[src/rtl/mw_keypad_entry_pkg.sv]
// Shared definitions for the microwave keypad front end and its controller.
// Contents: key/BCD widths, default debounce length and the 2-bit FSM state encoding.
package mw_keypad_entry_pkg;

    localparam int unsigned KeyW              = 10;
    localparam int unsigned BcdW              = 4;
    localparam int unsigned DefDebounceCycles = 2;

    typedef enum logic [1:0] {
        StIdle     = 2'd0,
        StDebounce = 2'd1,
        StPressed  = 2'd2,
        StWaitRel  = 2'd3
    } state_e;

endpackage

[src/rtl/mw_keypad_entry_onehot10_to_bcd.sv]
// Combinational keypad decoder.
// Ports:
//   keys_i  [9:0]  sampled keypad, bit k = digit k pressed
//   bcd_o   [3:0]  index of the highest set bit (meaningful when one_o is high)
//   one_o          exactly one key pressed
//   many_o         more than one key pressed
module mw_keypad_entry_onehot10_to_bcd
    import mw_keypad_entry_pkg::*;
(
    input  logic [KeyW-1:0] keys_i,
    output logic [BcdW-1:0] bcd_o,
    output logic            one_o,
    output logic            many_o
);

    logic [3:0] ones;

    always_comb begin
        bcd_o = '0;
        ones  = '0;
        for (int i = 0; i < KeyW; i++) begin
            if (keys_i[i]) begin
                bcd_o = BcdW'(i);
            end
            ones = ones + 4'(keys_i[i]);
        end
        one_o  = (ones == 4'd1);
        many_o = (ones > 4'd1);
    end

endmodule

[src/rtl/mw_keypad_entry.sv]
// Microwave keypad front end: registers the raw keypad, debounces single-key presses,
// emits one key_valid pulse per press with its BCD value, and shifts accepted digits
// into a 4-digit MM:SS register. Multi-key presses are flagged and rejected.
// Ports:
//   clk_i             system clock, rising edge
//   clearn_i          asynchronous active-low reset
//   keypad_i   [9:0]  raw keys, active-high
//   entry_en_i        controller accepts digits
//   digit_clr_i       synchronous clear of the time register (beats a shift)
//   key_bcd_o  [3:0]  BCD value of the last accepted key
//   key_valid_o       one-cycle pulse per debounced press
//   multi_key_o       >1 key seen, held until keypad released
//   min_tens_o .. sec_ones_o  time digits, oldest to newest
module mw_keypad_entry
    import mw_keypad_entry_pkg::*;
#(
    parameter int unsigned DebounceCycles = DefDebounceCycles
) (
    input  logic            clk_i,
    input  logic            clearn_i,
    input  logic [KeyW-1:0] keypad_i,
    input  logic            entry_en_i,
    input  logic            digit_clr_i,
    output logic [BcdW-1:0] key_bcd_o,
    output logic            key_valid_o,
    output logic            multi_key_o,
    output logic [BcdW-1:0] min_tens_o,
    output logic [BcdW-1:0] min_ones_o,
    output logic [BcdW-1:0] sec_tens_o,
    output logic [BcdW-1:0] sec_ones_o
);

    localparam int unsigned     CntW   = $clog2(DebounceCycles + 1);
    localparam logic [CntW-1:0] CntMax = CntW'(DebounceCycles);
    localparam logic [KeyW-1:0] KeyOne = KeyW'(1);

    state_e                     state_q, state_d;
    logic [KeyW-1:0]            kb_q;
    logic [CntW-1:0]            cnt_q, cnt_d, cnt_inc;
    logic [BcdW-1:0]            cand_q, cand_d;
    logic [BcdW-1:0]            key_bcd_q, key_bcd_d;
    logic                       multi_q, multi_d;
    logic [3:0][BcdW-1:0]       digits_q, digits_d;

    logic [BcdW-1:0]            kb_bcd;
    logic                       kb_one, kb_many;

    mw_keypad_entry_onehot10_to_bcd u_dec (
        .keys_i (kb_q),
        .bcd_o  (kb_bcd),
        .one_o  (kb_one),
        .many_o (kb_many)
    );

    // State register plus all sequential datapath state.
    always_ff @(posedge clk_i or negedge clearn_i) begin
        if (!clearn_i) begin
            state_q   <= StIdle;
            kb_q      <= '0;
            cnt_q     <= '0;
            cand_q    <= '0;
            key_bcd_q <= '0;
            multi_q   <= 1'b0;
            digits_q  <= '0;
        end else begin
            state_q   <= state_d;
            kb_q      <= keypad_i;
            cnt_q     <= cnt_d;
            cand_q    <= cand_d;
            key_bcd_q <= key_bcd_d;
            multi_q   <= multi_d;
            digits_q  <= digits_d;
        end
    end

    assign cnt_inc = cnt_q + CntW'(1);

    // Next-state logic. The counter tracks stable press samples in StDebounce and
    // consecutive zero samples in StWaitRel.
    always_comb begin
        state_d = state_q;
        cnt_d   = cnt_q;
        cand_d  = cand_q;
        multi_d = multi_q;
        unique case (state_q)
            StIdle: begin
                if (kb_one) begin
                    cand_d  = kb_bcd;
                    cnt_d   = CntW'(1);
                    // With a single-sample debounce the first sample already qualifies.
                    state_d = (CntMax == CntW'(1)) ? StPressed : StDebounce;
                end else if (kb_many) begin
                    multi_d = 1'b1;
                    cnt_d   = '0;
                    state_d = StWaitRel;
                end
            end
            StDebounce: begin
                if (kb_q == (KeyOne << cand_q)) begin
                    cnt_d = cnt_inc;
                    if (cnt_inc == CntMax) begin
                        state_d = StPressed;
                    end
                end else begin
                    cnt_d   = '0;
                    state_d = StIdle;
                end
            end
            StPressed: begin
                cnt_d   = '0;
                state_d = StWaitRel;
            end
            StWaitRel: begin
                if (kb_q == '0) begin
                    cnt_d = cnt_inc;
                    if (cnt_inc == CntMax) begin
                        cnt_d   = '0;
                        multi_d = 1'b0;
                        state_d = StIdle;
                    end
                end else begin
                    cnt_d = '0;
                end
            end
            default: begin
                cnt_d   = '0;
                state_d = StIdle;
            end
        endcase

        key_bcd_d = key_bcd_q;
        if (state_d == StPressed && state_q != StPressed) begin
            key_bcd_d = cand_d;
        end

        digits_d = digits_q;
        if (digit_clr_i) begin
            digits_d = '0;
        end else if (state_q == StPressed && entry_en_i) begin
            digits_d = {digits_q[2:0], cand_q};
        end
    end

    // Outputs.
    always_comb begin
        key_valid_o = (state_q == StPressed);
        key_bcd_o   = key_bcd_q;
        multi_key_o = multi_q;
        min_tens_o  = digits_q[3];
        min_ones_o  = digits_q[2];
        sec_tens_o  = digits_q[1];
        sec_ones_o  = digits_q[0];
    end

endmodule

[config.mk]
export PLATFORM = sky130hd
export DESIGN_NAME = mw_keypad_entry
export DESIGN_NICKNAME = d
export VERILOG_FILES = /design/src/rtl/mw_keypad_entry_pkg.sv /design/src/rtl/mw_keypad_entry_onehot10_to_bcd.sv /design/src/rtl/mw_keypad_entry.sv
export SDC_FILE = /design/constraint.sdc
export NUM_CORES = 1
export LEC_CHECK = 0
export ABC_AREA = 1
export CAP_MARGIN = 20
export CORE_UTILIZATION = 45
export CTS_BUF_LIST = sky130_fd_sc_hd__clkbuf_16
export CTS_CLUSTER_SIZE = 24
export DETAILED_ROUTE_END_ITERATION = 8
export GPL_TIMING_DRIVEN = 1
export PLACE_DENSITY = 0.68
export SYNTH_ARGS = -nofsm -noshare
export SYNTH_HDL_FRONTEND = slang
export SYNTH_SLANG_ARGS = --single-unit
[constraint.sdc]
create_clock -name clk_i -period 9.35 [get_ports clk_i]
set_clock_uncertainty 0.1 [all_clocks]
set_input_delay 0.935 -clock clk_i [delete_from_list [all_inputs] [get_ports clk_i]]
set_output_delay 0.935 -clock clk_i [all_outputs]
set_load 0.01 [all_outputs]
==> results of run 1 <==
## worst register-to-register path: stages, from the launching register on
cell	delay (ps)
dfrtp_1	400
inv_1	70
ha_1	270
inv_1	40
fa_1	490
fa_1	430
fa_1	490
inv_1	50
fa_1	390
fa_1	480
nor2_1	120
nand2_1	70
nor2_1	90
nand3_1	240
nor2_1	220
inv_1	50
o21ai_0	100
o21ai_1	100
## per-stage QoR
stage / setup slack (ps) / hold WS (ps) / instance area, um2 / total power, mW
global route: 4710 / 402 / 2800 / 0.593
finish: 5030 / 378 / 2800 / 0.559
CTS: 5030 / 380 / 2800 / 0.561
detailed placement: 5050 / 369 / 2610 / 0.344
global placement: 5180 / 369 / 2610 / 0.343
floorplan: 5330 / 391 / 2200 / 0.301
## cells in the mapped netlist (all sizes together) (2+ instances only)
master  instances
xor2            2
nor3            2
nand4           7
nor2           24
inv            43
o21ai          16
clkbuf          4
ha              8
fa              6
dfrtp          39
o31ai           8
nand3          32
nor4            2
a21oi           3
nand2          64
## sequential cells by signal, summed over array words and instances (netlist names)
| register | count |
|---|---|
| cnt_q | 2 |
| min_tens_o | 4 |
| multi_key_o | 1 |
| sec_tens_o | 4 |
| cand_q | 4 |
| min_ones_o | 4 |
| sec_ones_o | 4 |
| kb_q | 10 |
| key_bcd_o | 4 |
| state_q | 2 |
## routing by layer
layer	global-route usage	up-vias	part of all wire
li1	-	925	-
met1	0.257	851	0.46
met2	0.306	46	0.48
met3	0.0464	10	0.043
met4	0.0784	0	0.023
met5	0	-	0
## power breakdown
group / internal [mW] / switching, mW
logic: 0.0504 / 0.0917
clock network: 0.152 / 0.0651
registers: 0.182 / 0.0183
## area by class of cell
cell class,instances,area (um2)
clock buffers,5,125
inverters,44,165
clock inverters,3,63.8
fillers,420,1930
well taps,67,83.8
multi-input cells,177,1040
repair buffers,35,345
flip-flops and latches,39,976
## cell families after synthesis
kind of cell    after synthesis  share of synthesized area
simple gates                132                      0.286
buf+inv                      49                     0.0838
flops                        39                      0.444
compound gates               29                     0.0775
fa+ha+maj                    14                      0.100
xor+xnor                      2                    0.00798
## final timing paths
kind / cells past startpoint / slack, ps / endpoint
max: 17 / 5030 / key_bcd_o[3]
min: 2 / 380 / key_bcd_o[2]
max reg2reg: 17 / 5030 / key_bcd_o[3]
min reg2reg: 2 / 380 / key_bcd_o[2]
max in group asynchronous: 1 / 7950 / cnt_q[1]
min in group asynchronous: 1 / 650 / min_ones_o[1]
==> impl_metrics.py, run 1 <==
metrics = {
    "outcome": {
        "outcome": "completed",
    },
    "timing": {
        "slew_viol_final": 0,
        "post-route-min-period_ps": 4320,
        "fmax_mhz": 232,
        "final.period_utilization": 0.462,
        "worst_slew_margin_rel": 0.438,
        "rsz0062_at_grt": "no",
        "final_hold_viol_count": 0,
        "max_slew.worst_pin.slew_ps": 844,
        "tns_ps": 0,
        "setup_viol": 0,
    },
    "floorplanning": {
        "row_count": 25,
        "start_util": 0.465,
        "core_um2": 4720,
        "die_h_um": 71.9,
        "die_area_um2": 5160,
        "pin_count": 36,
        "die-width_um": 71.9,
    },
    "synth": {
        "synth.avg_cell_area_um2": 8.29,
        "netlist_instances": 265,
        "synth-async-reset-ratio": 1.00,
        "yosysSeqAreaShare": 0.444,
        "ys_warn_count": 0,
        "synth_cell_types": 27,
        "synth_top_cell_by_area": "dfrtp_1",
        "syn_nets": 293,
        "synth_seq_cells": 39,
        "synth_flop_cell": "dfrtp_1",
        "synth_area_um2": 2200,
        "synth_edf_count": 0,
        "synth_top_area_frac": 0.444,
        "ys_top_cells_by_area": "dfrtp_1 44%, nand2_1 11%, nand3_1 7.1%",
    },
    "route": {
        "remaining_drc_errors": 0,
        "drt_iter0_drc": 140,
        "vias": 1832,
        "viasPerCell": 4.95,
        "dr.pass1.iters": 4,
        "ant_nets": 0,
        "totalWireLength_um": 4400,
        "wire_per_inst_um": 11.9,
    },
    "final_layout": {
        "layout.cells.non_filler": 370,
        "num_antenna_cells": 0,
        "final_common_cell": "nand2_1",
        "drive_gt1_frac": 0.0825,
        "syn_to_final_growth_pct": 27.3,
        "layout_common_cells": "62 x nand2_1, 41 x inv_1, 39 x dfrtp_1",
        "finish.utilization": 0.592,
        "fin_nets": 330,
    },
    "worst_setup_path": {
        "critPathTopFamily": "adder cells",
        "r2r_start": "kb_q[1]",
        "worstSetupPathType": "reg2reg",
        "critPathMaxFanout": 8,
        "end_kind": "register",
        "cp-start-kind": "register",
        "cp_common_cell": "fa_1",
        "cp.arrival_ps": 4380,
        "critPathSlowestCell": "fa_1",
        "slowest_delay_ps": 490,
        "path_buf_inv": 4,
        "cp-startpoint": "kb_q[1]",
        "worstPathCellList": "inv_1 -> ha_1 -> inv_1 -> fa_1 -> fa_1 -> fa_1 -> inv_1 -> fa_1 -> fa_1 -> nor2_1 -> nand2_1 -> nor2_1 -> nand3_1 -> nor2_1 -> inv_1 -> o21ai_0 -> o21ai_1",
        "crit_required_ps": 9410,
    },
    "clocking": {
        "clkTransAtPathRegs_ps": 60,
        "cts_setup_buffers": 0,
        "htree_levels": 2,
        "cts_max_path_buffers": 2,
        "cts_tree": "yes",
        "cts_buffers": 5,
        "cts_sinks": 39,
        "holdBufCountCts": 0,
        "worstSkewPairLatency_ps": 280,
        "cts-root-buf": "clkbuf_16",
        "cts_resized": 0,
    },
    "placement": {
        "portBuffers": 35,
        "place_congestion": 0.875,
        "dp.cells": 362,
        "dp_hpwl_um": 3290,
    },
    "power_and_ir_drop": {
        "p_leak_nw": 1.32,
        "ir_worst_vdd_v": 0.000106,
        "power_density_nw_per_um2": 200,
    },
    "worst_hold_path": {
        "hold_path.class": "reg2reg",
        "hp-start": "key_bcd_o[2]",
    },
    "global_route": {
        "grt_pass1_vias": 1674,
        "gr-usage-all-layers": 0.194,
        "grt_pass1_wl_um": 7690,
        "grt_max_degree": 40,
        "grt_remaining_overflow": 0,
        "antenna_found_initial": 0,
    },
    "run": {
        "maxCapViolations": 0,
    },
}
Power figures use the tool's default switching activity.
==> run 2: changes to the inputs <==
--- a/config.mk
+++ b/config.mk
@@ -12,7 +12,7 @@
 export CTS_CLUSTER_SIZE = 24
 export DETAILED_ROUTE_END_ITERATION = 8
 export GPL_TIMING_DRIVEN = 1
-export PLACE_DENSITY = 0.68
+export PLACE_DENSITY = 0.71
 export SYNTH_ARGS = -nofsm -noshare
 export SYNTH_HDL_FRONTEND = slang
 export SYNTH_SLANG_ARGS = --single-unit
==> constraint.sdc (replaced) <==
create_clock -name clk_i -period 3.6 [get_ports clk_i]
set_clock_uncertainty 0.1 [all_clocks]
set_input_delay 0.36 -clock clk_i [delete_from_list [all_inputs] [get_ports clk_i]]
set_output_delay 0.36 -clock clk_i [all_outputs]
set_load 0.01 [all_outputs]
==> impl_metrics.py, run 2 (same netlist as run 1, synthesis figures left out) <==
metrics = {
    "outcome": {
        "outcome": "finished, violations left",
        "failed_checks": "negative setup slack",
    },
    "timing": {
        "post-route-min-period_ps": 3930,
        "setup_ws_ps": -331,
        "slew_viol_final": 0,
        "tns_ps": -2680,
        "final.period_utilization": 1.09,
        "rsz0062_at_grt": "yes",
        "fmax_mhz": 254,
        "final_hold_viol_count": 0,
        "setup_viol": 12,
        "max_slew.worst_pin.slew_ps": 852,
        "worst_slew_margin_rel": 0.432,
        "fin_hold_ws_ps": 90.9,
    },
    "final_layout": {
        "num_antenna_cells": 0,
        "post-route-cell-area_um2": 2950,
        "drive_gt1_frac": 0.178,
        "layout_common_cells": "60 x nand2_1, 39 x dfrtp_1, 36 x inv_1",
        "finish.utilization": 0.625,
        "syn_to_final_growth_pct": 34.4,
        "fin_nets": 341,
        "fillers": 417,
        "largest_reg_flops": 10,
        "final_common_cell": "nand2_1",
        "ff_latch_area_um2": 976,
        "top_register": "kb_q",
        "multiInputGateArea_um2": 1130,
    },
    "placement": {
        "dp_hpwl_um": 3460,
        "place_congestion": 0.885,
        "place_area_um2": 2700,
        "portBuffers": 35,
    },
    "route": {
        "wire_per_inst_um": 12.2,
        "viasPerCell": 5.01,
        "drt_iter0_drc": 100,
        "vias": 1907,
        "remaining_drc_errors": 0,
        "ant_nets": 0,
        "dr.pass1.iters": 4,
        "totalWireLength_um": 4640,
    },
    "floorplanning": {
        "core_um2": 4720,
        "row_count": 25,
        "pin_count": 36,
        "start_util": 0.465,
        "die-width_um": 71.9,
        "die_area_um2": 5160,
        "die_h_um": 71.9,
    },
    "clocking": {
        "cts_tree": "yes",
        "htree_levels": 2,
        "cts_max_path_buffers": 2,
        "holdBufCountCts": 0,
        "worstSkewPairLatency_ps": 280,
        "cts_buffers": 5,
        "clkTransAtPathRegs_ps": 60,
        "cts-root-buf": "clkbuf_16",
        "cts_sinks": 39,
    },
    "worst_setup_path": {
        "critPathMaxFanout": 8,
        "worstPathCellList": "inv_2 -> ha_4 -> inv_2 -> fa_1 -> fa_1 -> fa_1 -> inv_1 -> fa_2 -> fa_2 -> nor2_1 -> nand2_1 -> nor2_2 -> nand3_4 -> nor2_4 -> inv_2 -> o21ai_2 -> o21ai_1",
        "critPathSlowestCell": "fa_1",
        "cp.arrival_ps": 3990,
        "end_kind": "register",
        "slowest_delay_ps": 490,
        "worstSetupPathType": "reg2reg",
        "cp-start-kind": "register",
        "crit_required_ps": 3660,
    },
    "power_and_ir_drop": {
        "total_power_mw": 1.45,
        "power_density_nw_per_um2": 492,
        "ir_worst_vdd_v": 0.000273,
        "p_leak_nw": 1.36,
    },
    "global_route": {
        "grt_pass1_vias": 1809,
        "grt_remaining_overflow": 0,
        "grt_pass1_wl_um": 7940,
        "gr-usage-all-layers": 0.199,
        "antenna_found_initial": 0,
        "grt_max_degree": 40,
    },
    "worst_hold_path": {
        "hold_path.class": "in2async",
    },
    "run": {
        "maxCapViolations": 0,
    },
}
run 2: repair_timing:
| action | 4_1_cts | 5_1_grt |
|---|---|---|
| gates resized for setup | 6 | 13 |
| buffers inserted | 2 | 2 |
| setup endpoints to repair | 13 | 13 |
| pin swaps | 2 | 9 |
| hold endpoints to repair | 0 | 0 |
run 2: area by class of cell:
type / count / share of cell area
multi-input combinational: 177 / 0.382
sequential: 39 / 0.331
timing repair buffer: 46 / 0.146
inverter: 44 / 0.0560
clock buffer: 5 / 0.0424
tap: 67 / 0.0284
clock inverter: 3 / 0.0148
run 2: stage by stage:
step | cells | setup WS, ps
after CTS | 380 | -391
after global placement | 370 | -319
final | 381 | -331
after floorplan | 265 | -286
after detailed placement | 370 | -374
after global routing | 381 | -515
run 2: worst max-delay path: cells and delay by family, from the launching register on:
kind	cells	cell delay, ps
and+or+nand+nor	5	620
AOI/OAI and AO/OA	2	150
DFF	1	360
adders and majority gates	6	2410
buffers and inverters	4	190
run 2: final timing paths:
| path | slack [ps] | start | end | cells past startpoint |
|---|---|---|---|---|
| max | -330 | kb_q[0] | key_bcd_o[3] | 17 |
| min | 90 | clearn_i | min_tens_o[2] | 1 |
| max reg2reg | -330 | kb_q[0] | key_bcd_o[3] | 17 |
| min reg2reg | 380 | key_bcd_o[2] | key_bcd_o[2] | 2 |
| max in group asynchronous | 2780 | clearn_i | cand_q[2] | 1 |
| min in group clk_i | 380 | key_bcd_o[2] | key_bcd_o[2] | 2 |
run 2: per-layer routing:
layer | vias to the layer above | wire length [um] | track usage
met5 | - | 0 | 0
met4 | 0 | 134 | 0.0959
met3 | 15 | 152 | 0.0394
met2 | 50 | 2300 | 0.347
met1 | 897 | 2050 | 0.236
li1 | 945 | - | -
run 2: power breakdown:
part	internal [mW]	switching (mW)	leakage (nW)
combinational	0.171	0.271	0.775
sequential	0.473	0.0446	0.506
clock	0.326	0.167	0.0838
total	0.970	0.482	1.36
